<file path="src/rtl/hazard_ctrl_mc_if.sv">
// hazard_ctrl_mc_if: pipeline-register hazard inputs and flush/stall/counter outputs
interface hazard_ctrl_mc_if #(
  parameter int REG_IDX_W = 5,
  parameter int CNT_W = 16
);
  logic [REG_IDX_W-1:0] F_D_rs1_index, F_D_rs2_index, D_E_rd_index;
  logic F_D_rs1_used, F_D_rs2_used, D_E_wb_sel, D_E_is_muldiv, E_M_is_jalr, E_M_hit;
  logic F_D_flush, D_E_flush, E_M_flush, PC_stall, F_D_stall, D_E_stall, md_busy;
  logic [CNT_W-1:0] stall_cycle_cnt, flush_cnt;
  modport master (
    output F_D_rs1_index, F_D_rs2_index, F_D_rs1_used, F_D_rs2_used, D_E_wb_sel, D_E_rd_index,
           D_E_is_muldiv, E_M_is_jalr, E_M_hit,
    input  F_D_flush, D_E_flush, E_M_flush, PC_stall, F_D_stall, D_E_stall, md_busy,
           stall_cycle_cnt, flush_cnt
  );
  modport slave (
    input  F_D_rs1_index, F_D_rs2_index, F_D_rs1_used, F_D_rs2_used, D_E_wb_sel, D_E_rd_index,
           D_E_is_muldiv, E_M_is_jalr, E_M_hit,
    output F_D_flush, D_E_flush, E_M_flush, PC_stall, F_D_stall, D_E_stall, md_busy,
           stall_cycle_cnt, flush_cnt
  );
endinterface

</file>
<file path="src/rtl/hazard_ctrl_mc.sv">
// hazard_ctrl_mc: load-use / mul-div / redirect hazard control with saturating perf counters
module hazard_ctrl_mc #(
  parameter int REG_IDX_W = 5,
  parameter int LOAD_USE_STALL = 1,
  parameter int MULDIV_LAT = 4,
  parameter int CNT_W = 16
) (
  input logic clk,
  input logic rst_n,
  hazard_ctrl_mc_if.slave bus
);
  typedef enum logic [1:0] {IDLE, LU_STALL, MD_BUSY} state_t;
  localparam logic [3:0] MD_INIT = MULDIV_LAT > 2 ? 4'(MULDIV_LAT - 3) : 4'd0;
  localparam logic [3:0] LU_INIT = LOAD_USE_STALL > 1 ? 4'(LOAD_USE_STALL - 2) : 4'd0;
  state_t state, state_nx;
  logic [3:0] cnt, cnt_nx;
  logic [CNT_W-1:0] stall_cnt, flush_cnt;
  logic redirect, lu_hit, md_hit, in_md, in_lu, md_act, lu_act;
  always_comb begin
    redirect = !bus.E_M_hit | bus.E_M_is_jalr;
    lu_hit = bus.D_E_wb_sel && (bus.D_E_rd_index != '0) &&
             ((bus.F_D_rs1_used && bus.F_D_rs1_index == bus.D_E_rd_index) ||
              (bus.F_D_rs2_used && bus.F_D_rs2_index == bus.D_E_rd_index));
    md_hit = bus.D_E_is_muldiv && (MULDIV_LAT > 1);
    in_md = state == MD_BUSY;
    in_lu = state == LU_STALL;
    md_act = !redirect && (in_md || md_hit);
    lu_act = !redirect && !md_act && (in_lu || lu_hit);
    state_nx = IDLE;
    cnt_nx = '0;
    if (md_act && in_md && cnt != 0) begin
      state_nx = MD_BUSY;
      cnt_nx = cnt - 1'b1;
    end else if (md_act && !in_md && MULDIV_LAT > 2) begin
      state_nx = MD_BUSY;
      cnt_nx = MD_INIT;
    end else if (lu_act && in_lu && cnt != 0) begin
      state_nx = LU_STALL;
      cnt_nx = cnt - 1'b1;
    end else if (lu_act && !in_lu && LOAD_USE_STALL > 1) begin
      state_nx = LU_STALL;
      cnt_nx = LU_INIT;
    end
  end
  assign bus.F_D_flush = rst_n & redirect;
  assign bus.D_E_flush = rst_n & (redirect | lu_act);
  assign bus.E_M_flush = rst_n & (redirect | md_act);
  assign bus.PC_stall = rst_n & (md_act | lu_act);
  assign bus.F_D_stall = rst_n & (md_act | lu_act);
  assign bus.D_E_stall = rst_n & md_act;
  assign bus.md_busy = rst_n & md_act;
  assign bus.stall_cycle_cnt = stall_cnt;
  assign bus.flush_cnt = flush_cnt;
  always_ff @(posedge clk) begin
    if (!rst_n) begin
      state <= IDLE;
      cnt <= '0;
      stall_cnt <= '0;
      flush_cnt <= '0;
    end else begin
      state <= state_nx;
      cnt <= cnt_nx;
      if ((md_act | lu_act) && ~&stall_cnt) stall_cnt <= stall_cnt + 1'b1;
      if (redirect && ~&flush_cnt) flush_cnt <= flush_cnt + 1'b1;
    end
  end
endmodule

</file>
<file path="src/flat_wrapper.sv">
// flat-port wrapper written by rule: the top's interface ports become plain ports
module hazard_ctrl_mc_flat 
#(
  parameter int REG_IDX_W = 5,
  parameter int LOAD_USE_STALL = 1,
  parameter int MULDIV_LAT = 4,
  parameter int CNT_W = 16
)
  (clk, rst_n, bus_F_D_rs1_index, bus_F_D_rs2_index, bus_F_D_rs1_used, bus_F_D_rs2_used, bus_D_E_wb_sel, bus_D_E_rd_index, bus_D_E_is_muldiv, bus_E_M_is_jalr, bus_E_M_hit, bus_F_D_flush, bus_D_E_flush, bus_E_M_flush, bus_PC_stall, bus_F_D_stall, bus_D_E_stall, bus_md_busy, bus_stall_cycle_cnt, bus_flush_cnt);
  hazard_ctrl_mc_if #(.REG_IDX_W(REG_IDX_W), .CNT_W(CNT_W)) bus_i ();
  input logic clk;
  input logic rst_n;
  input wire logic [$bits(bus_i.F_D_rs1_index)-1:0] bus_F_D_rs1_index;
  input wire logic [$bits(bus_i.F_D_rs2_index)-1:0] bus_F_D_rs2_index;
  input wire logic [$bits(bus_i.F_D_rs1_used)-1:0] bus_F_D_rs1_used;
  input wire logic [$bits(bus_i.F_D_rs2_used)-1:0] bus_F_D_rs2_used;
  input wire logic [$bits(bus_i.D_E_wb_sel)-1:0] bus_D_E_wb_sel;
  input wire logic [$bits(bus_i.D_E_rd_index)-1:0] bus_D_E_rd_index;
  input wire logic [$bits(bus_i.D_E_is_muldiv)-1:0] bus_D_E_is_muldiv;
  input wire logic [$bits(bus_i.E_M_is_jalr)-1:0] bus_E_M_is_jalr;
  input wire logic [$bits(bus_i.E_M_hit)-1:0] bus_E_M_hit;
  output wire logic [$bits(bus_i.F_D_flush)-1:0] bus_F_D_flush;
  output wire logic [$bits(bus_i.D_E_flush)-1:0] bus_D_E_flush;
  output wire logic [$bits(bus_i.E_M_flush)-1:0] bus_E_M_flush;
  output wire logic [$bits(bus_i.PC_stall)-1:0] bus_PC_stall;
  output wire logic [$bits(bus_i.F_D_stall)-1:0] bus_F_D_stall;
  output wire logic [$bits(bus_i.D_E_stall)-1:0] bus_D_E_stall;
  output wire logic [$bits(bus_i.md_busy)-1:0] bus_md_busy;
  output wire logic [$bits(bus_i.stall_cycle_cnt)-1:0] bus_stall_cycle_cnt;
  output wire logic [$bits(bus_i.flush_cnt)-1:0] bus_flush_cnt;
  assign bus_i.F_D_rs1_index = bus_F_D_rs1_index;
  assign bus_i.F_D_rs2_index = bus_F_D_rs2_index;
  assign bus_i.F_D_rs1_used = bus_F_D_rs1_used;
  assign bus_i.F_D_rs2_used = bus_F_D_rs2_used;
  assign bus_i.D_E_wb_sel = bus_D_E_wb_sel;
  assign bus_i.D_E_rd_index = bus_D_E_rd_index;
  assign bus_i.D_E_is_muldiv = bus_D_E_is_muldiv;
  assign bus_i.E_M_is_jalr = bus_E_M_is_jalr;
  assign bus_i.E_M_hit = bus_E_M_hit;
  assign bus_F_D_flush = bus_i.F_D_flush;
  assign bus_D_E_flush = bus_i.D_E_flush;
  assign bus_E_M_flush = bus_i.E_M_flush;
  assign bus_PC_stall = bus_i.PC_stall;
  assign bus_F_D_stall = bus_i.F_D_stall;
  assign bus_D_E_stall = bus_i.D_E_stall;
  assign bus_md_busy = bus_i.md_busy;
  assign bus_stall_cycle_cnt = bus_i.stall_cycle_cnt;
  assign bus_flush_cnt = bus_i.flush_cnt;
  hazard_ctrl_mc #(.REG_IDX_W(REG_IDX_W), .LOAD_USE_STALL(LOAD_USE_STALL), .MULDIV_LAT(MULDIV_LAT), .CNT_W(CNT_W)) u_core (.clk(clk), .rst_n(rst_n), .bus(bus_i));
endmodule
</file>
<file path="config.mk">
export PLATFORM = sky130hd
export DESIGN_NAME = hazard_ctrl_mc_flat
export DESIGN_NICKNAME = d
export VERILOG_FILES = /design/src/rtl/hazard_ctrl_mc_if.sv /design/src/rtl/hazard_ctrl_mc.sv /design/src/flat_wrapper.sv
export SDC_FILE = /design/constraint.sdc
export NUM_CORES = 1
export LEC_CHECK = 0
export ABC_AREA = 1
export CORE_MARGIN = 2
export CORE_UTILIZATION = 50
export DETAILED_ROUTE_END_ITERATION = 8
export GPL_TIMING_DRIVEN = 0
export PLACE_DENSITY = 0.95
export SLEW_MARGIN = 20
export SYNTH_ARGS = -nofsm -noshare
export SYNTH_HDL_FRONTEND = slang
export SYNTH_SLANG_ARGS = --single-unit
</file>
<file path="constraint.sdc">
create_clock -name clk -period 3.3 [get_ports clk]
set_input_delay 0.33 -clock clk [delete_from_list [all_inputs] [get_ports clk]]
set_output_delay 0.33 -clock clk [all_outputs]
set_load 0.005 [all_outputs]
</file>
Word-level counts from Yosys, hierarchy flattened
Cells that the tools add are included.
{"block": "word_totals", "latchBits": 0, "memories": 0, "inputBits": 23, "word_cells": 56, "output_inout_bits": 39, "mem_bits_rw": 0, "ff_bits": 38, "mem_bits_ro": 0}
{"block": "op_classes", "n_mul": 0, "n_eq_ne": 4, "n_div": 0, "n_bitwise": 10, "mux": 6, "magnitude_cmp": 0, "addsub": 3, "n_reduce_logical": 28, "shifts": 0}
{"cell": "$add 16x1->16 const B", "n": 2}
{"cell": "$reduce_and 16->1", "n": 2}
{"cell": "$logic_and 1x1->1", "n": 14}
{"cell": "$mux 4", "n": 3}
{"cell": "$eq 5x5->1", "n": 2}
{"cell": "$logic_not 1->1", "n": 6}
{"cell": "$and 1x1->1", "n": 5}
{"cell": "$reduce_bool 5->1", "n": 1}
{"cell": "$mux 2", "n": 2}
{"cell": "$or 1x1->1", "n": 4}
{"cell": "$reduce_bool 4->1", "n": 1}
{"cell": "$sub 4x1->4 const B", "n": 1}
{"cell": "$logic_or 1x1->1", "n": 3}
{"cell": "$reduce_or 3->1", "n": 1}
{"cell": "$eq 2x1->1 const B", "n": 1}
{"cell": "$eq 2x2->1 const B", "n": 1}
{"cell": "$mux 1", "n": 1}
{"cell": "$not 1->1", "n": 1}

Depth between registers and ports, before layout
Gate-level depths: netlist (run 1).
{"block": "depth", "ltp_word": 12, "depth_mapped": 14, "depth_no_buf": 13}

Worst setup path before layout (run 1)
No wires, ideal clock.
{"block": "synth_timing", "path_kind": "flip-flop to flip-flop", "from": "register u_core.stall_cnt[0], in the netlist u_core.bus.stall_cycle_cnt[0]", "to": "register u_core.stall_cnt[14], in the netlist u_core.bus.stall_cycle_cnt[14]", "path_stages_with_launch": 12, "synth_period_minus_slack_ns": 1.538, "setup_slack_ns": 1.762, "t_required_ns": 3.185, "t_arrival_ns": 1.423, "path_buffers": 1, "setup_ns": 0.115, "path_cell_list": "dfxtp_1 > ha_1 > nand2_1 > inv_2 > nand2_1 > nor2_2 > nand4_2 > buf_6 > nand3_1 > nor3_1 > a21oi_1 > nor2_1"}
{"block": "synth_via", "elab_chain_len": 3, "word_cells_on_any_way": 4, "classes_between": "1 x add/sub; 3 x reduce/logical"}
{"element": "start: declaration", "line_no": "hazard_ctrl_mc.sv:17", "rtl": "logic [CNT_W-1:0] stall_cnt, flush_cnt;"}
{"element": "start signal: assignment", "line_no": "hazard_ctrl_mc.sv:63", "rtl": "if ((md_act | lu_act) && ~&stall_cnt) stall_cnt <= stall_cnt + 1'b1;"}
{"element": "branches (longest 3 deep; another with $add 16x1->16)"}
Parallel ways; which one is timed is not known.
A chain may end at the register's enable or synchronous reset.

Worst setup path in the final report (run 1)
{"block": "layout_timing", "from": "input port bus_E_M_hit", "to": "output port bus_PC_stall"}
{"block": "layout_via", "elab_chain_len": 9}
{"element": "start: declaration", "line_no": "flat_wrapper.sv:21", "rtl": "input wire logic [$bits(bus_i.E_M_hit)-1:0] bus_E_M_hit;"}
{"element": "$logic_not 1->1 *", "line_no": "hazard_ctrl_mc.sv:20", "rtl": "redirect = !bus.E_M_hit | bus.E_M_is_jalr;"}
{"element": "$or 1x1->1 *", "line_no": "hazard_ctrl_mc.sv:20"}
{"element": "$logic_not 1->1 *", "line_no": "hazard_ctrl_mc.sv:27, hazard_ctrl_mc.sv:28"}
{"element": "$logic_and 1x1->1", "line_no": "hazard_ctrl_mc.sv:27", "rtl": "md_act = !redirect && (in_md || md_hit);"}
{"element": "$logic_not 1->1", "line_no": "hazard_ctrl_mc.sv:28", "rtl": "lu_act = !redirect && !md_act && (in_lu || lu_hit);"}
{"element": "$logic_and 1x1->1 (2 in series)", "line_no": "hazard_ctrl_mc.sv:28"}
{"element": "$or 1x1->1 *", "line_no": "hazard_ctrl_mc.sv:48", "rtl": "assign bus.PC_stall = rst_n & (md_act | lu_act);"}
{"element": "$and 1x1->1 *", "line_no": "hazard_ctrl_mc.sv:48"}
{"element": "end: declaration", "line_no": "flat_wrapper.sv:25", "rtl": "output wire logic [$bits(bus_i.PC_stall)-1:0] bus_PC_stall;"}
Mark *: on every way between the ends. The rest lies on a longest branch, timed or not.

==> summary.md, run 1 <==
| Metric | Value |
|---|---|
| Post-Syn Nets | `377` |
| Yosys top cell area share | `0.341` |
| CTS buffer count | `5` |
| CP arrival | `2.29 ns` |
| Total length of routed wires | `~5.5 mm` |
| Hold_sp | `u_core.bus.flush_cnt[14]$_SDFFE_PN0P_` |
| Tightest Pin Transition | `0.465 ns` |
| Max-slew headroom | `0.690` |
| Crit-path cells | `clkdlybuf4s50_1, inv_1, nor2_2, inv_1, nor2_2, nand2_2, a21oi_1, buf_4, clkdlybuf4s50_1` |
| Post-synthesis sequential area ratio | `0.341` |
| DRC violations left | `0` |
| Row Count | `24` |
| Root Buffer | `clkbuf_8` |
| Nets | `445` |
| Crit path from | `bus_E_M_hit` |
| CTS Sinks | `38` |
| Synth area leaders | `dfxtp_1, nand2_1, nor2_1` |
| Top_reg_cell synth | `dfxtp_1` |
| Asr flop ratio synth | `0` |
| P_leak | `1.30 nW` |
| Post-synth top cells | `nand2_1, nor2_1, inv_1` |
| Die area | `~0.0050 mm²` |
| Total grt overflow | `0` |
| WP data required | `2.97 ns` |
| ANT cells | `0` |
| Filler Cell Count | `377` |
| Critical Path Max Stage Delay | `0.48 ns` |
| Max clock buf depth | `2` |
| Hold WC Path Type | `reg -> reg` |
| Core ar. | `0.00432 mm²` |
| Final hold violation count | `0` |
| Yosys warnings | `0` |
| Largest net degree at the start of global routing | `12` |
| Die Span Y | `70.8 µm` |
| Die X | `70.8 µm` |
| Max-capacitance violation count | `0` |
| Top-count cell post-synth | `nand2_1` |
| Via/cell ratio | `5.13` |
| Initial Utilization | `0.516` |
| Global-route wire length before repair | `9.45 mm` |
| Area Growth Syn to Fin | `35.3%` |
| Post-layout util | `0.699` |
| Setup bufs post-CTS | `0` |
| RSZ-0062 raised after global routing | `false` |
| Initial antenna violation count | `0` |
| Placer Congestion | `0.903` |
| IO buf count | `61` |
| DPL Wire Length | `between 4 and 5 mm` |
| Slew Viols, Final | `0` |
| Layout Skew | `a little under 0.009 ns` |
| Worst hold stages | `2` |
| Worst Path Max Fanout | `6` |
| EDFF count, synth | `0` |
| Final period util | `0.793` |
| Vias | `2415` |
| Worst Hold Slack | `approximately 0.50 ns` |
| Htree depth | `2` |
| Share of post-route cells with drive strength above 1 | `0.0835` |
| R2r startpoint | `u_core.bus.stall_cycle_cnt[0]$_SDFFE_PN0P_` |
| Post-synthesis cell type count | `32` |
| Final-report setup violation count | `0` |
| Setup crit end kind | `output port` |
| Fmax | `382 MHz` |
| IO Pins | `62` |
| Status | `complete, no violations` |
| DRT Pass-1 Iters | `4` |
| FF+latch count, synth | `38` |
| CTS clk-pin slew, worst paths | `0.07 ns` |
| Synthesized instance count | `351` |
| All-Layer GR Usage | `0.231` |
| Mean Syn Cell Area | `6.36 µm²` |
| Post_cts resized | `0` |
| Clock latency on the worst-skew pair | `0.29 ns` |
| Hold-fix buffers at CTS | `0` |
| Post-Syn Area | `0.00223 mm²` |
| Min cycle time layout | `roughly 2.6 ns` |
| Reg2Reg Depth | `11` |
| Pwr dens | `between 300 and 400 mW/mm²` |
| Vias in the first global route | `between 2000 and 2500` |
| WS Path Type | `in -> out` |
| Wire length per cell | `11.7 µm` |
| Crit path max-delay cell type | `clkdlybuf4s50_1` |
| VDD IR max | `0.000275 V` |
| Remaining antenna violation count after routing | `0` |
| CTS tree | `done` |
| TNS Setup | `0 ns` |
| Detailed Route Iter0 Violations | `about 130` |
| Most area-hungry cell type in the Yosys netlist | `dfxtp_1` |
| Nature of the critical path startpoint | `primary input` |
==> report_power, final <==
| group | switching (W) | leakage (nW) | internal (W) |
|---|---|---|---|
| logic | 0.0000554 | 0.937 | 0.0000631 |
| registers | 0.00000614 | 0.307 | 0.000464 |
| clock network | 0.000161 | 0.0573 | 0.000242 |
==> flip-flops by register name, summed over array words and instances (netlist names) <==
signal,count
u_core.bus.flush_cnt,16
u_core.cnt,4
u_core.state,2
u_core.bus.stall_cycle_cnt,16
==> worst max-delay path, delay by kind of cell <==
family / cells / cell delay (ns)
buffers and inverters: 5 / 1.24
and+or+nand+nor: 3 / 0.53
AOI/OAI and AO/OA: 1 / 0.18
==> logic make-up (layout without fill, tap and decap cells) <==
family	count (synthesis)	after routing	share of synthesized area
simple gates	200	200	0.402
xor+xnor	3	3	0.0118
compound gates	47	47	0.109
fa+ha+maj	3	3	0.0168
buf+inv	60	128	0.120
flops	38	38	0.341
==> area by class of cell <==
cell class              instances  area, µm²  area share
clock inverters                 1       30.0     0.00994
flip-flops and latches         38        761       0.252
multi-input cells             253       1200       0.399
inverters                      49        184      0.0609
plain buffers                  11       83.8      0.0277
repair buffers                 61        611       0.202
clock buffers                   6       82.6      0.0273
well taps                      52       65.1      0.0215
==> cells in the final DEF, fill, tap and decap left out, types with 3 or more instances in the layout <==
| master | synthesis | final |
|---|---|---|
| nand2_1 | 87 | 87 |
| clkdlybuf4s50_1 | 0 | 61 |
| nor2_1 | 52 | 52 |
| inv_1 | 42 | 42 |
| dfxtp_1 | 38 | 38 |
| nand3_1 | 29 | 29 |
| a21oi_1 | 29 | 29 |
| o21ai_0 | 14 | 14 |
| nor3_1 | 10 | 10 |
| inv_2 | 6 | 6 |
| clkbuf_8 | 0 | 6 |
| nor2_2 | 4 | 4 |
| buf_6 | 4 | 4 |
| clkbuf_1 | 3 | 3 |
| nand4_1 | 3 | 3 |
| buf_4 | 3 | 3 |
| ha_1 | 3 | 3 |
==> metrics by stage <==
step / cells / cell area, µm² / setup WS (ns) / power (W)
after floorplan: 351 / 2230 / 1.76 / 0.000539
after global placement: 464 / 2910 / 0.748 / 0.000595
after detailed placement: 464 / 2910 / 0.685 / 0.000599
after CTS: 471 / 3020 / 0.688 / 0.000997
after global routing: 471 / 3020 / 0.539 / 0.00104
final: 471 / 3020 / 0.683 / 0.000991
==> path summary, 6_finish.rpt <==
| path | endpoint | slack, ns |
|---|---|---|
| worst min register to register | u_core.bus.flush_cnt[14]$_SDFFE_PN0P_ | 0.50 |
| worst max register to register | u_core.bus.stall_cycle_cnt[13]$_SDFFE_PN0P_ | 1.59 |
| worst max-delay path | bus_PC_stall | 0.68 |
| worst min-delay path | u_core.bus.flush_cnt[14]$_SDFFE_PN0P_ | 0.50 |
==> layer usage <==
metal  GRT usage  vias up  wire length, µm
li1            -     1257                -
met1       0.266     1079             2370
met2       0.406       68             2710
met3      0.0541       11              312
met4       0.107        0              118
met5           0        -                0
No activity file was read; power rests on OpenSTA's default activity.
==> inputs of run 2 (changes only) <==
--- a/config.mk
+++ b/config.mk
@@ -7,10 +7,10 @@
 export LEC_CHECK = 0
 export ABC_AREA = 1
 export CORE_MARGIN = 2
-export CORE_UTILIZATION = 50
+export CORE_UTILIZATION = 43
 export DETAILED_ROUTE_END_ITERATION = 8
 export GPL_TIMING_DRIVEN = 0
-export PLACE_DENSITY = 0.95
+export PLACE_DENSITY = 0.88
 export SLEW_MARGIN = 20
 export SYNTH_ARGS = -nofsm -noshare
 export SYNTH_HDL_FRONTEND = slang
==> constraint.sdc (replaced) <==
create_clock -name clk -period 2.3 [get_ports clk]
set_input_delay 0.23 -clock clk [delete_from_list [all_inputs] [get_ports clk]]
set_output_delay 0.23 -clock clk [all_outputs]
set_load 0.005 [all_outputs]
==> run 2 against run 1 <==
- sequential share of layout area shrank 0.26 points
- critical endpoint is now bus_D_E_flush
- largest cell class unchanged
- total power grew 41%
- highest routed layer unchanged
- critical path type unchanged
- global-route usage shrank 5.0 points
- largest power group unchanged
==> summary.md, run 2 (synthesized netlist as in run 1, its figures left out) <==
| Metric | Value |
|---|---|
| CTS tree | `done` |
| WS Path Type | `in -> out` |
| Wire length per cell | `11.0 µm` |
| CP arrival | `between 1.5 and 2 ns` |
| DPL Wire Length | `4.24 mm` |
| Max-slew headroom | `0.676` |
| Most common cell after layout, fill and taps aside | `nand2_1` |
| FF-to-FF End | `u_core.bus.stall_cycle_cnt[10]$_SDFFE_PN0P_` |
| Crit path max-delay cell type | `clkdlybuf4s50_1` |
| Htree depth | `2` |
| Hold-fix buffers at CTS | `0` |
| All-Layer GR Usage | `0.182` |
| Filler Cell Count | `517` |
| Die Span Y | `76.1 µm` |
| Row Count | `26` |
| Hold_sp | `u_core.bus.flush_cnt[15]$_SDFFE_PN0P_` |
| Final-report setup violation count | `0` |
| Crit-path cells | `clkdlybuf4s50_1, inv_1, nand2_1, nand2_1, nor2_1, nand3_1, nand2_1, nand2_1, nand2_1, nand2_2, a21oi_1, clkdlybuf4s50_1` |
| Largest net degree at the start of global routing | `12` |
| Total length of routed wires | `approximately 5.4 mm` |
| Die X | `76.1 µm` |
| Hold WC Path Type | `reg -> reg` |
| Post-layout util | `0.602` |
| Final period util | `0.937` |
| CTS Sinks | `38` |
| Max-capacitance violation count | `0` |
| Layout Skew | `approximately 0.0087 ns` |
| Tightest Pin Transition | `0.486 ns` |
| Reg2Reg Depth | `11` |
| TNS Setup | `0 ns` |
| Dpl cell area | `0.00293 mm²` |
| VDD IR max | `between 0.0002 and 0.0003 V` |
| Final hold violation count | `0` |
| Via/cell ratio | `4.93` |
| Worst hold stages | `2` |
| IO Pins | `62` |
| R2r setup slk | `0.56 ns` |
| DRT Pass-1 Iters | `4` |
| Share of post-route cells with drive strength above 1 | `0.0855` |
| Worst Hold Path EP | `u_core.bus.flush_cnt[15]$_SDFFE_PN0P_` |
| Global-route wire length before repair | `8.85 mm` |
| Initial antenna violation count | `0` |
| Remaining antenna violation count after routing | `0` |
| Worst Path Max Fanout | `3` |
| CTS clk-pin slew, worst paths | `0.07 ns` |
| Fmax | `464 MHz` |
| Max clock buf depth | `2` |
| Root Buffer | `clkbuf_8` |
| Core ar. | `0.00507 mm²` |
| R2r startpoint | `u_core.bus.stall_cycle_cnt[0]$_SDFFE_PN0P_` |
| Power, Total | `between 0.001 and 0.0015 W` |
| Nets | `446` |
| Total grt overflow | `0` |
| Min cycle time layout | `2.16 ns` |
| WP buf/inv | `3` |
| ANT cells | `0` |
| CTS buffer count | `5` |
| Slew Viols, Final | `0` |
| Pwr dens | `457 mW/mm²` |
| CP top delay family | `buffers and inverters` |
| Vias | `~2400` |
| Placer Congestion | `between 0.9 and 1` |
| Die area | `0.00579 mm²` |
| Most frequent cells in the layout | `nand2_1, clkdlybuf4s50_1, nor2_1` |
| Cell area after layout | `0.00305 mm²` |
| WP data required | `2.07 ns` |
| Setup crit end kind | `output port` |
| Critical Path Max Stage Delay | `0.51 ns` |
| RSZ-0062 raised after global routing | `false` |
| P_leak | `1.34 nW` |
| Nature of the critical path startpoint | `primary input` |
| Vias in the first global route | `roughly 2200` |
| DRC violations left | `0` |
| Area Growth Syn to Fin | `36.7%` |
| Initial Utilization | `0.440` |
| IO buf count | `61` |
| Detailed Route Iter0 Violations | `approximately 110` |
| Status | `complete, no violations` |
| Clock latency on the worst-skew pair | `0.29 ns` |
| Most used cell along the critical path | `nand2_1` |
run 2: what timing repair did:
action	in CTS	in global routing
resized for setup	7	2
endpoints found under the hold margin	0	0
buffers inserted	1	0
setup endpoints to repair	2	2
pin swaps	2	2
run 2: cell type report:
| type | count | area (µm²) | area share |
|---|---|---|---|
| clock inverters | 1 | 30.0 | 0.00984 |
| flip-flops and latches | 38 | 761 | 0.249 |
| inverters | 49 | 184 | 0.0602 |
| repair buffers | 62 | 617 | 0.202 |
| clock buffers | 7 | 76.3 | 0.0250 |
| well taps | 70 | 87.6 | 0.0287 |
| plain buffers | 11 | 83.8 | 0.0275 |
| multi-input cells | 253 | 1210 | 0.398 |
run 2: worst max path at each step:
stage	start	end	slack, ns	cells past startpoint
6_report	bus_F_D_rs2_index[1]	bus_D_E_flush	0.14	12
5_1_grt	u_core.state[1]$_SDFF_PN0_	bus_md_busy	0.005	7
4_1_cts	bus_F_D_rs2_index[1]	bus_PC_stall	0.0001	13
3_5_place_dp	bus_D_E_rd_index[4]	bus_PC_stall	-0.1	13
3_3_place_gp	bus_D_E_rd_index[4]	bus_PC_stall	-0.06	13
2_1_floorplan	u_core.bus.stall_cycle_cnt[0]$_SDFFE_PN0P_	u_core.bus.stall_cycle_cnt[14]$_SDFFE_PN0P_	0.76	11
run 2: worst register-to-register path, stage by stage (launching register included):
cell and delay, ns:
dfxtp_1 0.41, ha_1 0.19, nand2_1 0.07, inv_2 0.07
nand2_1 0.06, nor2_2 0.17, nand4_2 0.14, buf_6 0.17
nand3_1 0.09, inv_1 0.07, a21oi_1 0.16, nor2_1 0.06
run 2: power by group:
group	internal (W)	switching (W)	leakage [nW]
Sequential	0.000665	0.00000878	0.307
Clock	0.000325	0.000231	0.0524
Combinational	0.0000876	0.0000789	0.983
Total	0.00108	0.000319	1.34
run 2: routing by layer:
| metal | up-vias | GRT usage | part of all wire |
|---|---|---|---|
| met5 | - | 0 | 0 |
| met3 | 6 | 0.0438 | 0.054 |
| met1 | 1110 | 0.216 | 0.44 |
| met2 | 48 | 0.321 | 0.50 |
| li1 | 1257 | - | - |
| met4 | 0 | 0.0600 | 0.0094 |
run 2: per-stage QoR:
stage               worst slack, ns  hold WS (ns)  instances
CTS                        0.000107         0.482        491
floorplan                     0.762         0.409        351
detailed placement          -0.0971         0.467        482
finish                        0.144         0.482        491
global placement            -0.0563         0.459        482
global route                0.00503         0.499        491
==> inputs of run 3 (changes only) <==
--- a/config.mk
+++ b/config.mk
@@ -5,12 +5,11 @@
 export SDC_FILE = /design/constraint.sdc
 export NUM_CORES = 1
 export LEC_CHECK = 0
-export ABC_AREA = 1
 export CORE_MARGIN = 2
 export CORE_UTILIZATION = 43
 export DETAILED_ROUTE_END_ITERATION = 8
 export GPL_TIMING_DRIVEN = 0
-export PLACE_DENSITY = 0.88
+export PLACE_DENSITY = 0.89
 export SLEW_MARGIN = 20
 export SYNTH_ARGS = -nofsm -noshare
 export SYNTH_HDL_FRONTEND = slang
==> run 3 against run 2 <==
- synthesized cell count decreased by 33%
- fmax down 2.7%
- hold slack got worse by 0.017 ns
- register-to-register slack got worse by 0.35 ns
- area after synthesis is 6.1% lower
- critical path type unchanged
- critical endpoint unchanged
==> summary.md, run 3 <==
| Metric | Value |
|---|---|
| Area Growth Syn to Fin | `40.4%` |
| FF-to-FF End | `u_core.bus.stall_cycle_cnt[13]$_SDFFE_PN0P_` |
| Yosys top cell area share | `0.363` |
| Row Count | `25` |
| Post-layout util | `0.623` |
| CTS buffer count | `5` |
| Layout Cells excl Fill | `375` |
| Die area | `about 0.0055 mm²` |
| Pwr dens | `458 mW/mm²` |
| Dpl cell area | `0.00279 mm²` |
| Worst hold stages | `1` |
| Flop pwr share | `0.502` |
| Most common cell after layout, fill and taps aside | `clkdlybuf4s50_1` |
| Total length of routed wires | `5.32 mm` |
| Top_reg_cell synth | `dfxtp_1` |
| Tightest Pin Transition | `0.536 ns` |
| Wire length per cell | `around 14 µm` |
| Hold_sp | `u_core.cnt[0]$_SDFF_PN0_` |
| Final hold violation count | `0` |
| Post-synth top cells | `dfxtp_1, xnor2_1, and2_1` |
| Synthesized instance count | `about 230` |
| R2r startpoint | `u_core.bus.stall_cycle_cnt[0]$_SDFFE_PN0P_` |
| Worst Hold Slack | `about 0.47 ns` |
| Placed cell count | `362` |
| Post-synthesis cell type count | `between 40 and 50` |
| Max-capacitance violation count | `0` |
| Vias | `1995` |
| Htree depth | `2` |
| Detailed Route Iter0 Violations | `75` |
| Clock share of power | `0.365` |
| Cell area after layout | `0.00294 mm²` |
| CP arrival | `between 1.5 and 2 ns` |
| Die X | `73.8 µm` |
| VDD IR max | `0.000321 V` |
| Nature of the critical path startpoint | `primary input` |
| Yosys warnings | `0` |
| Fin worst setup slack | `0.0847 ns` |
| Post-synthesis sequential area ratio | `0.363` |
| Nets | `333` |
| Adder-Cell Fraction of Synth Area | `0.0179` |
| Worst Path Max Fanout | `2` |
| Via/cell ratio | `5.32` |
| CTS Sinks | `38` |
| Most area-hungry cell type in the Yosys netlist | `dfxtp_1` |
| Hold WC Path Type | `reg -> reg` |
| Int Pwr | `0.00101 W` |
| Comb power frac | `0.132` |
| Initial antenna violation count | `0` |
| IO Pins | `62` |
| Min cycle time layout | `2.22 ns` |
| Initial Utilization | `0.444` |
| Multi-input logic area | `between 0.001 and 0.0015 mm²` |
| CTS tree | `done` |
| Sw frac | `0.253` |
| Filler Cell Count | `around 410` |
| Main combinational cell family by area after synthesis | `simple AND/OR/NAND/NOR gates` |
| Top-count cell post-synth | `dfxtp_1` |
| Final-report setup violation count | `0` |
| Compound-cell area share of the yosys netlist | `0.111` |
| Mux share of post-synthesis cell area | `0.0334` |
| Vias in the first global route | `1900` |
| Clock latency on the worst-skew pair | `0.31 ns` |
| Mean Syn Cell Area | `8.96 µm²` |
| R2r setup slk | `0.21 ns` |
| Most frequent cells in the layout | `clkdlybuf4s50_1, dfxtp_1, xnor2_1` |
| Share of post-route cells with drive strength above 1 | `0.123` |
| Switch Pwr | `about 0.00034 W` |
| DRT Pass-1 Iters | `4` |
| Placer Congestion | `roughly 0.84` |
| DPL Wire Length | `3.76 mm` |
| EDFF count, synth | `0` |
| Fmax | `451 MHz` |
| Synth area leaders | `dfxtp_1, xnor2_1, and2_1` |
| Reg2Reg Depth | `7` |
| Remaining antenna violation count after routing | `0` |
| Setup crit end kind | `output port` |
| Pre-CTS setup slack | `-0.502 ns` |
| Max clock buf depth | `2` |
| Max-slew headroom | `0.643` |
| Hold-fix buffers at CTS | `0` |
| FF+latch count, synth | `38` |
| Post-synthesis xor/xnor area fraction | `0.125` |
| Root Buffer | `clkbuf_8` |
| ANT cells | `0` |
| P_leak | `between 1 and 1.5 nW` |
| IO buf count | `61` |
| Global-route wire length before repair | `just over 8 mm` |
| Post-Syn Nets | `260` |
| Sequential Area | `762 µm²` |
| Final period util | `0.963` |
| Core ar. | `roughly 0.0047 mm²` |
| CTS clk-pin slew, worst paths | `0.08 ns` |
| Slew Viols, Final | `0` |
| Post-Syn Area | `~0.0021 mm²` |
| All-Layer GR Usage | `0.197` |
| Layout Skew | `0.00735 ns` |
| WS Path Type | `in -> out` |
| DRC violations left | `0` |
| Die Span Y | `roughly 74 µm` |
| WP data required | `2.07 ns` |
| Post-Synth Simple-Gate Area | `0.304` |
| Largest net degree at the start of global routing | `13` |
| Status | `complete, no violations` |
| Asr flop ratio synth | `0` |
| Total grt overflow | `0` |
| RSZ-0062 raised after global routing | `true` |
| Worst Hold Path EP | `u_core.cnt[0]$_SDFF_PN0_` |
[run 3: final cells by class]
type | instances | area share
clock inverters | 2 | 0.00425
repair buffers | 66 | 0.217
well taps | 67 | 0.0285
flip-flops and latches | 38 | 0.259
plain buffers | 12 | 0.0259
clock buffers | 6 | 0.0280
inverters | 6 | 0.00765
multi-input cells | 178 | 0.430
[run 3: per-stage QoR]
stage	power, W	setup TNS, ns
final	0.00135	0
after global routing	0.00140	-0.00657
after CTS	0.00135	0
after detailed placement	0.000861	-1.78
after global placement	0.000856	-1.28
after floorplan	0.000771	0
[run 3: timing repair]
item                                    in CTS  in global routing
pin swaps                                    7                  5
setup buffers                                4                  1
resized for setup                           16                  5
endpoints found under the setup margin       3                  3
[run 3: logic make-up (layout without fill, tap and decap cells)]
logic type / Yosys count / after routing
buffers and inverters: 18 / 92
xor gates and xnor gates: 30 / 30
DFF: 38 / 38
and+or+nand+nor: 107 / 107
muxes: 7 / 7
adders and majority gates: 3 / 3
AOI/OAI and AO/OA: 31 / 31
[run 3: critical path: stages]
cell and delay [ns]:
clkdlybuf4s50_1 0.47, xnor2_1 0.13, nand4_1 0.19, o22ai_4 0.24
buf_4 0.14, nand2_1 0.06, a211oi_2 0.14, o31a_1 0.15
dlygate4sd2_1 0.23
[run 3: power by group through the flow]
stage | Clock [W] | Sequential (W) | Combinational, W
2_1_floorplan | 0 | 0.000690 | 0.0000809
3_3_place_gp | 0 | 0.000691 | 0.000165
3_5_place_dp | 0 | 0.000692 | 0.000169
4_1_cts | 0.000496 | 0.000677 | 0.000176
5_1_grt | 0.000530 | 0.000678 | 0.000192
6_report | 0.000492 | 0.000677 | 0.000179
[run 3: how the worst max path moves through the flow]
stage | startpoint | to | slack [ns] | cells past startpoint
detailed placement | bus_D_E_rd_index[0] | bus_PC_stall | -0.50 | 8
global route | bus_F_D_rs2_index[2] | bus_D_E_flush | -0.007 | 9
global placement | bus_D_E_rd_index[0] | bus_PC_stall | -0.47 | 8
floorplan | u_core.bus.stall_cycle_cnt[0]$_SDFFE_PN0P_ | u_core.bus.stall_cycle_cnt[10]$_SDFFE_PN0P_ | 0.40 | 8
CTS | rst_n | bus_F_D_flush | 0.006 | 4
finish | bus_F_D_rs2_index[1] | bus_D_E_flush | 0.08 | 9
[run 3: layer usage]
| layer | track usage | up-vias | wire [µm] |
|---|---|---|---|
| met1 | 0.228 | 949 | 2260 |
| met4 | 0.0788 | 0 | 91 |
| met5 | 0 | - | 0 |
| met2 | 0.331 | 64 | 2560 |
| li1 | - | 975 | - |
| met3 | 0.0686 | 7 | 406 |
